## src/rtl/spi_target_pkg.sv

```systemverilog
// spi_target shared types and constants.
// No ports: state encoding, command bit position, MISO idle byte.
package spi_target_pkg;

  typedef enum logic [1:0] {
    ST_IDLE,
    ST_CMD,
    ST_DATA,
    ST_HOLD
  } state_t;

  localparam int CMD_RW_BIT = 7;
  localparam logic [7:0] MISO_IDLE = 8'h00;

endpackage

```

## src/rtl/spi_target_if.sv

```systemverilog
// Register bus between spi_target (master) and the register file (slave).
// reg_addr/reg_wr/reg_wdata/reg_rd out of master; reg_rdata back 1 cycle after reg_rd.
interface spi_target_if #(
  parameter int ADDR_W = 7
);

  logic [ADDR_W-1:0] reg_addr;
  logic              reg_wr;
  logic [7:0]        reg_wdata;
  logic              reg_rd;
  logic [7:0]        reg_rdata;

  modport master (
    output reg_addr,
    output reg_wr,
    output reg_wdata,
    output reg_rd,
    input  reg_rdata
  );

  modport slave (
    input  reg_addr,
    input  reg_wr,
    input  reg_wdata,
    input  reg_rd,
    output reg_rdata
  );

endinterface

```

## src/rtl/spi_sync_edge.sv

```systemverilog
// Input synchronizer plus registered rise/fall detect for one async pin.
// Ports: clk, reset, din in; sync (level), rise, fall out, all aligned.
module spi_sync_edge #(
  parameter int SYNC_STAGES = 2,
  parameter bit INVERT      = 1'b0,
  parameter bit RST_VAL     = 1'b0
) (
  input  logic clk,
  input  logic reset,
  input  logic din,
  output logic sync,
  output logic rise,
  output logic fall
);

  logic [SYNC_STAGES-1:0] chain;
  logic                   tip;

  assign tip = chain[SYNC_STAGES-1];

  // sync is the edge-detect register itself, so level and edge
  // pulses describe the same sample of the pin.
  always_ff @(posedge clk) begin
    if (reset) begin
      chain <= {SYNC_STAGES{RST_VAL}};
      sync  <= RST_VAL;
      rise  <= 1'b0;
      fall  <= 1'b0;
    end else begin
      chain <= {chain[SYNC_STAGES-2:0], din ^ INVERT};
      sync  <= tip;
      rise  <= tip & ~sync;
      fall  <= ~tip & sync;
    end
  end

endmodule

```

## src/rtl/spi_target.sv

```systemverilog
// SPI mode-0 responder giving the host byte access to a register space.
// Ports: clk_48mhz, reset, spi_sck/cs/mosi in, spi_miso/oe out, bus (master).
module spi_target
  import spi_target_pkg::*;
#(
  parameter int ADDR_W      = 7,
  parameter int SYNC_STAGES = 2
) (
  input  logic            clk_48mhz,
  input  logic            reset,
  input  logic            spi_sck,
  input  logic            spi_cs,
  input  logic            spi_mosi,
  output logic            spi_miso,
  output logic            spi_miso_oe,
  spi_target_if.master    bus
);

  logic sck_rise, sck_fall, sck_unused_lvl;
  logic cs_act, cs_start, cs_unused_stop;
  logic mosi_s, mosi_unused_r, mosi_unused_f;

  spi_sync_edge #(
    .SYNC_STAGES(SYNC_STAGES),
    .INVERT(1'b0),
    .RST_VAL(1'b0)
  ) u_sck (
    .clk(clk_48mhz),
    .reset(reset),
    .din(spi_sck),
    .sync(sck_unused_lvl),
    .rise(sck_rise),
    .fall(sck_fall)
  );

  // CS is inverted so cs_act is high inside a frame. It resets to
  // active: a frame already running keeps us in HOLD until it ends.
  spi_sync_edge #(
    .SYNC_STAGES(SYNC_STAGES),
    .INVERT(1'b1),
    .RST_VAL(1'b1)
  ) u_cs (
    .clk(clk_48mhz),
    .reset(reset),
    .din(spi_cs),
    .sync(cs_act),
    .rise(cs_start),
    .fall(cs_unused_stop)
  );

  spi_sync_edge #(
    .SYNC_STAGES(SYNC_STAGES),
    .INVERT(1'b0),
    .RST_VAL(1'b0)
  ) u_mosi (
    .clk(clk_48mhz),
    .reset(reset),
    .din(spi_mosi),
    .sync(mosi_s),
    .rise(mosi_unused_r),
    .fall(mosi_unused_f)
  );

  state_t            state_q, state_d;
  logic [2:0]        bit_q;
  logic [6:0]        rx_q;
  logic [7:0]        tx_q;
  logic [7:0]        rx_byte;
  logic              rd_dir_q;
  logic              rd_pend_q;
  logic [ADDR_W-1:0] addr_q;
  logic              wr_q, rd_q;
  logic [7:0]        wdata_q;
  logic              miso_q, oe_q;
  logic              byte_done;
  logic              in_frame;

  assign rx_byte  = {rx_q, mosi_s};
  assign in_frame = cs_act &&
                    (state_q == ST_CMD || state_q == ST_DATA);

  always_ff @(posedge clk_48mhz) begin
    if (reset) state_q <= ST_HOLD;
    else       state_q <= state_d;
  end

  // CS inactive beats everything, including a same-cycle SCK rise.
  always_comb begin
    state_d   = state_q;
    byte_done = sck_rise && (bit_q == 3'd7);
    unique case (1'b1)
      !cs_act:
        state_d = ST_IDLE;
      cs_act && state_q == ST_IDLE && cs_start:
        state_d = ST_CMD;
      cs_act && state_q == ST_CMD && byte_done:
        state_d = ST_DATA;
      default: ;
    endcase
  end

  always_ff @(posedge clk_48mhz) begin
    if (reset) begin
      bit_q     <= '0;
      rx_q      <= '0;
      tx_q      <= MISO_IDLE;
      rd_dir_q  <= 1'b0;
      rd_pend_q <= 1'b0;
      addr_q    <= '0;
      wr_q      <= 1'b0;
      wdata_q   <= '0;
      rd_q      <= 1'b0;
      miso_q    <= 1'b0;
      oe_q      <= 1'b0;
    end else begin
      wr_q      <= 1'b0;
      rd_q      <= 1'b0;
      rd_pend_q <= rd_q;
      oe_q      <= (state_d == ST_CMD) ||
                   (state_d == ST_DATA);
      if (wr_q) addr_q <= addr_q + ADDR_W'(1);
      if (!in_frame) begin
        bit_q  <= '0;
        rx_q   <= '0;
        tx_q   <= MISO_IDLE;
        miso_q <= MISO_IDLE[7];
      end else begin
        if (sck_rise) begin
          bit_q <= bit_q + 3'd1;
          rx_q  <= rx_byte[6:0];
          if (byte_done) begin
            if (state_q == ST_CMD) begin
              addr_q   <= rx_byte[ADDR_W-1:0];
              rd_dir_q <= rx_byte[CMD_RW_BIT];
              rd_q     <= rx_byte[CMD_RW_BIT];
            end else if (rd_dir_q) begin
              // prefetch the byte that goes out next
              addr_q <= addr_q + ADDR_W'(1);
              rd_q   <= 1'b1;
            end else begin
              wr_q    <= 1'b1;
              wdata_q <= rx_byte;
            end
          end
        end
        // tx_q holds zeros except after a read prefetch
        if (sck_fall) begin
          miso_q <= tx_q[7];
          tx_q   <= {tx_q[6:0], 1'b0};
        end
        if (rd_pend_q) tx_q <= bus.reg_rdata;
      end
    end
  end

  assign bus.reg_addr  = addr_q;
  assign bus.reg_wr    = wr_q;
  assign bus.reg_wdata = wdata_q;
  assign bus.reg_rd    = rd_q;
  assign spi_miso      = miso_q;
  assign spi_miso_oe   = oe_q;

endmodule

```

## src/flat_wrapper.sv

```systemverilog
// flat-port wrapper written by rule: the top's interface ports become plain ports
module spi_target_flat import spi_target_pkg::*;
#(
  parameter int ADDR_W      = 7,
  parameter int SYNC_STAGES = 2
)
  (clk_48mhz, reset, spi_sck, spi_cs, spi_mosi, spi_miso, spi_miso_oe, bus_reg_addr, bus_reg_wr, bus_reg_wdata, bus_reg_rd, bus_reg_rdata);
  spi_target_if #(.ADDR_W(ADDR_W)) bus_i ();
  input  logic clk_48mhz;
  input  logic reset;
  input  logic spi_sck;
  input  logic spi_cs;
  input  logic spi_mosi;
  output logic spi_miso;
  output logic spi_miso_oe;
  output wire logic [$bits(bus_i.reg_addr)-1:0] bus_reg_addr;
  output wire logic [$bits(bus_i.reg_wr)-1:0] bus_reg_wr;
  output wire logic [$bits(bus_i.reg_wdata)-1:0] bus_reg_wdata;
  output wire logic [$bits(bus_i.reg_rd)-1:0] bus_reg_rd;
  input wire logic [$bits(bus_i.reg_rdata)-1:0] bus_reg_rdata;
  assign bus_reg_addr = bus_i.reg_addr;
  assign bus_reg_wr = bus_i.reg_wr;
  assign bus_reg_wdata = bus_i.reg_wdata;
  assign bus_reg_rd = bus_i.reg_rd;
  assign bus_i.reg_rdata = bus_reg_rdata;
  spi_target #(.ADDR_W(ADDR_W), .SYNC_STAGES(SYNC_STAGES)) u_core (.clk_48mhz(clk_48mhz), .reset(reset), .spi_sck(spi_sck), .spi_cs(spi_cs), .spi_mosi(spi_mosi), .spi_miso(spi_miso), .spi_miso_oe(spi_miso_oe), .bus(bus_i));
endmodule
```

## config.mk

```make
export PLATFORM = sky130hd
export DESIGN_NAME = spi_target_flat
export DESIGN_NICKNAME = d
export VERILOG_FILES = /design/src/rtl/spi_target_pkg.sv /design/src/rtl/spi_target_if.sv /design/src/rtl/spi_sync_edge.sv /design/src/rtl/spi_target.sv /design/src/flat_wrapper.sv
export SDC_FILE = /design/constraint.sdc
export NUM_CORES = 1
export LEC_CHECK = 0
export ABC_AREA = 0
export CAP_MARGIN = 20
export CORE_MARGIN = 8
export CORE_UTILIZATION = 30
export DETAILED_ROUTE_END_ITERATION = 8
export PLACE_DENSITY = 0.58
export SYNTH_ARGS = -nofsm -noshare
export SYNTH_HDL_FRONTEND = slang
export SYNTH_SLANG_ARGS = --single-unit
```

## constraint.sdc

```tcl
create_clock -name clk_48mhz -period 1.7 [get_ports clk_48mhz]
set_input_delay 0.34 -clock clk_48mhz [delete_from_list [all_inputs] [get_ports clk_48mhz]]
set_output_delay 0.34 -clock clk_48mhz [all_outputs]
set_load 0.01 [all_outputs]
```

==> results_dict.tcl <==
set metrics [dict create \
    htreeDepth 2 \
    maxCapViolations 0 \
    status "complete, no violations" \
    antenna_found_initial 0 \
    met1_length_um 2318 \
    nets 299 \
    ys.flop_type "dfxtp_1" \
    finalSetupTns_ps 0 \
    cts_made_buffers 5 \
    crit_arrival_ps 1320 \
    max_slew_margin 0.6773 \
    p_leak_uw 0.001005 \
    synth-seq-cells 53 \
    drt-total-wl_um 4920 \
    required_ps 1360 \
    yosysWarnings 0 \
    vias_per_cell 4.614 \
    synth_area_leader_cell "dfxtp_1" \
    synth_top_area_share 0.4735 \
    worst-path-buf-inv 2 \
    grt_pass1_vias 1732 \
    hold_viol_final 0 \
    overflow 0 \
    globalRouteTotalUtil 0.09577 \
    vias 1758 \
    syn_inst 234 \
    cp_slowest_cell "clkdlybuf4s50_1" \
    syn_to_final_growth_pct 31.04 \
    die_x_um 102.4 \
    fin_crit_ps 1660 \
    top_layer_used "met4" \
    synth.area.top_cells "dfxtp_1, mux2i_1, nor2_1" \
    dp_worst_setup_slack_ps -2.020 \
    drv_slew 0 \
    yosysSeqAreaShare 0.4735 \
    synth.net_count 252 \
    wl_met3_um 211 \
    cts_buffer_depth 2 \
    syn_avg_cell_area_sq_um 9.576 \
    grt_max_degree 18 \
    drt-initial-drc-count 67 \
    clock_latency_ps 300 \
    initial_core_util 0.3090 \
    dp_hpwl_um 3597 \
    grt_first_pass_wirelength_um 8114 \
    whs_ps 411.2 \
    tightest_slew_ps 483.5 \
    critPathMaxStageDelay_ps 540 \
    crit_family "buffers and inverters" \
    drtPass1Iterations 4 \
    fillers 726 \
    syn_area_sq_um 2241 \
    synth_cell_type_count 45 \
    cts.sinks 53 \
    worstSetupPathType "reg2out" \
    cellPowerDensity_nw_per_um2 711.4 \
    synth_top_cells_by_count "dfxtp_1, nor2_1, mux2i_1, nand2_1, a21oi_1" \
    core_sq_um 7253 \
    drive_above_1_share 0.1915 \
    path_cells "buf_4 > clkdlybuf4s50_1" \
    critPathCaptureType "output pin" \
    yosysMostFrequentCell "dfxtp_1" \
    antenna_left 0 \
    rsz0062_at_grt "no" \
    cts_tree "built" \
    peakVddDrop_mv 0.4213 \
    diodes 0 \
    cp-start-kind "flip-flop" \
    min_path_type "reg2reg" \
    cts_root_buf "clkbuf_8" \
    synth-async-reset-ratio 0 \
    crit_fanout 5 \
    dr_wl_met2_um 2342 \
    die-area_sq_um 10490 \
    routabilityCongestion 0.8524 \
    final.setup_skew_ps 4.415 \
    max_freq_mhz 602.5 \
    worst_slack_ps 40.26 \
    cts_hold_buffers 0 \
    die_h_um 102.4 \
    clk_pin_slew_ps 100 \
    setup_viol 0 \
    min_period_over_period 0.9763 \
    port-buffer-count 31 \
    rows 31 \
    route.detailed.drc 0 \
    avgRoutedWirePerCell_um 12.91 \
    synth-edff-count 0 \
    io_pins 32 \
]
==> where the power goes <==
part	internal [uW]	total [uW]	switching [uW]	leakage [uW]
logic	58.2	104	46.2	0.000528
clock network	293	725	431	0.0000445
registers	1250	1260	7.92	0.000432
==> cell families after synthesis <==
kind of cell / share of synthesized area
multiplexers: 0.1212
adder cells (fa/ha/maj): 0.02792
AO/OA/AOI/OAI: 0.1106
AND/OR/NAND/NOR: 0.1943
XOR/XNOR: 0.03127
buffers and inverters: 0.04131
flip-flops: 0.4735
==> registers in the layout (all words and copies together), names as in the netlist <==
| signal | flops |
|---|---|
| u_core.rd_pend_q | 1 |
| u_core.u_mosi.chain | 2 |
| u_core.u_sck.fall | 1 |
| u_core.u_cs.sync | 1 |
| u_core.u_cs.chain | 2 |
| u_core.bus.reg_wr | 1 |
| u_core.bit_q | 3 |
| u_core.u_cs.rise | 1 |
| u_core.spi_miso | 1 |
| u_core.spi_miso_oe | 1 |
| u_core.rx_q | 7 |
| u_core.bus.reg_rd | 1 |
| u_core.u_sck.chain | 2 |
| u_core.u_sck.rise | 1 |
| u_core.state_q | 2 |
| u_core.bus.reg_wdata | 8 |
| u_core.rd_dir_q | 1 |
| u_core.tx_q | 8 |
| u_core.bus.reg_addr | 7 |
| u_core.u_sck.sync | 1 |
| u_core.u_mosi.sync | 1 |
==> routing by layer <==
layer,vias up,GRT usage
met1,818,0.1190
met5,-,0
met4,0,0.03725
li1,914,-
met2,24,0.1543
met3,2,0.02452
==> stage by stage <==
step           utilization  instances  total power [uW]  instance area (sq um)
6_report            0.4049        381              2089                   2937
5_1_grt             0.4049        381              2172                   2937
4_1_cts             0.3971        379              2114                   2880
3_5_place_dp        0.3838        371              1393                   2784
3_3_place_gp        0.3838        371              1392                   2784
2_1_floorplan            -        234              1336                   2253
==> final cells by class <==
class	instances	area, sq um	area share
multi-input cells	163	1141	0.3886
flip-flops and latches	53	1075	0.3660
repair buffers	53	488.0	0.1662
well taps	99	123.9	0.04218
clock buffers	5	68.82	0.02343
clock inverters	3	21.27	0.007243
inverters	5	18.77	0.006391
==> worst paths after layout <==
kind / startpoint / endpoint / slack (ps) / depth (start not counted)
max reg2reg: u_core.bit_q[0] / u_core.bus.reg_addr[5] / 90 / 6
max: u_core.bus.reg_addr[0] / bus_reg_addr[0] / 40 / 2
min: u_core.u_sck.sync / u_core.u_sck.rise / 410 / 1
min reg2reg: u_core.u_sck.sync / u_core.u_sck.rise / 410 / 1
==> what timing repair did <==
| item | 4_1_cts | 5_1_grt |
|---|---|---|
| buffers inserted | 0 | 1 |
| setup endpoints to repair | 4 | 16 |
| cloned | 0 | 1 |
| pin swaps | 0 | 3 |
| gates resized for setup | 4 | 15 |
==> cell usage in the layout (no fill, tap or decap), types with 7 or more instances in the layout <==
cell type,netlist,routed
nor2b_1,8,8
nor2_1,39,39
buf_4,2,21
xnor2_1,7,7
mux2i_1,26,26
dfxtp_1,53,44
clkdlybuf4s50_1,0,31
nand2_1,12,11
a21oi_1,11,11
dfxtp_2,0,8
No activity file was read; power rests on OpenSTA's default activity.
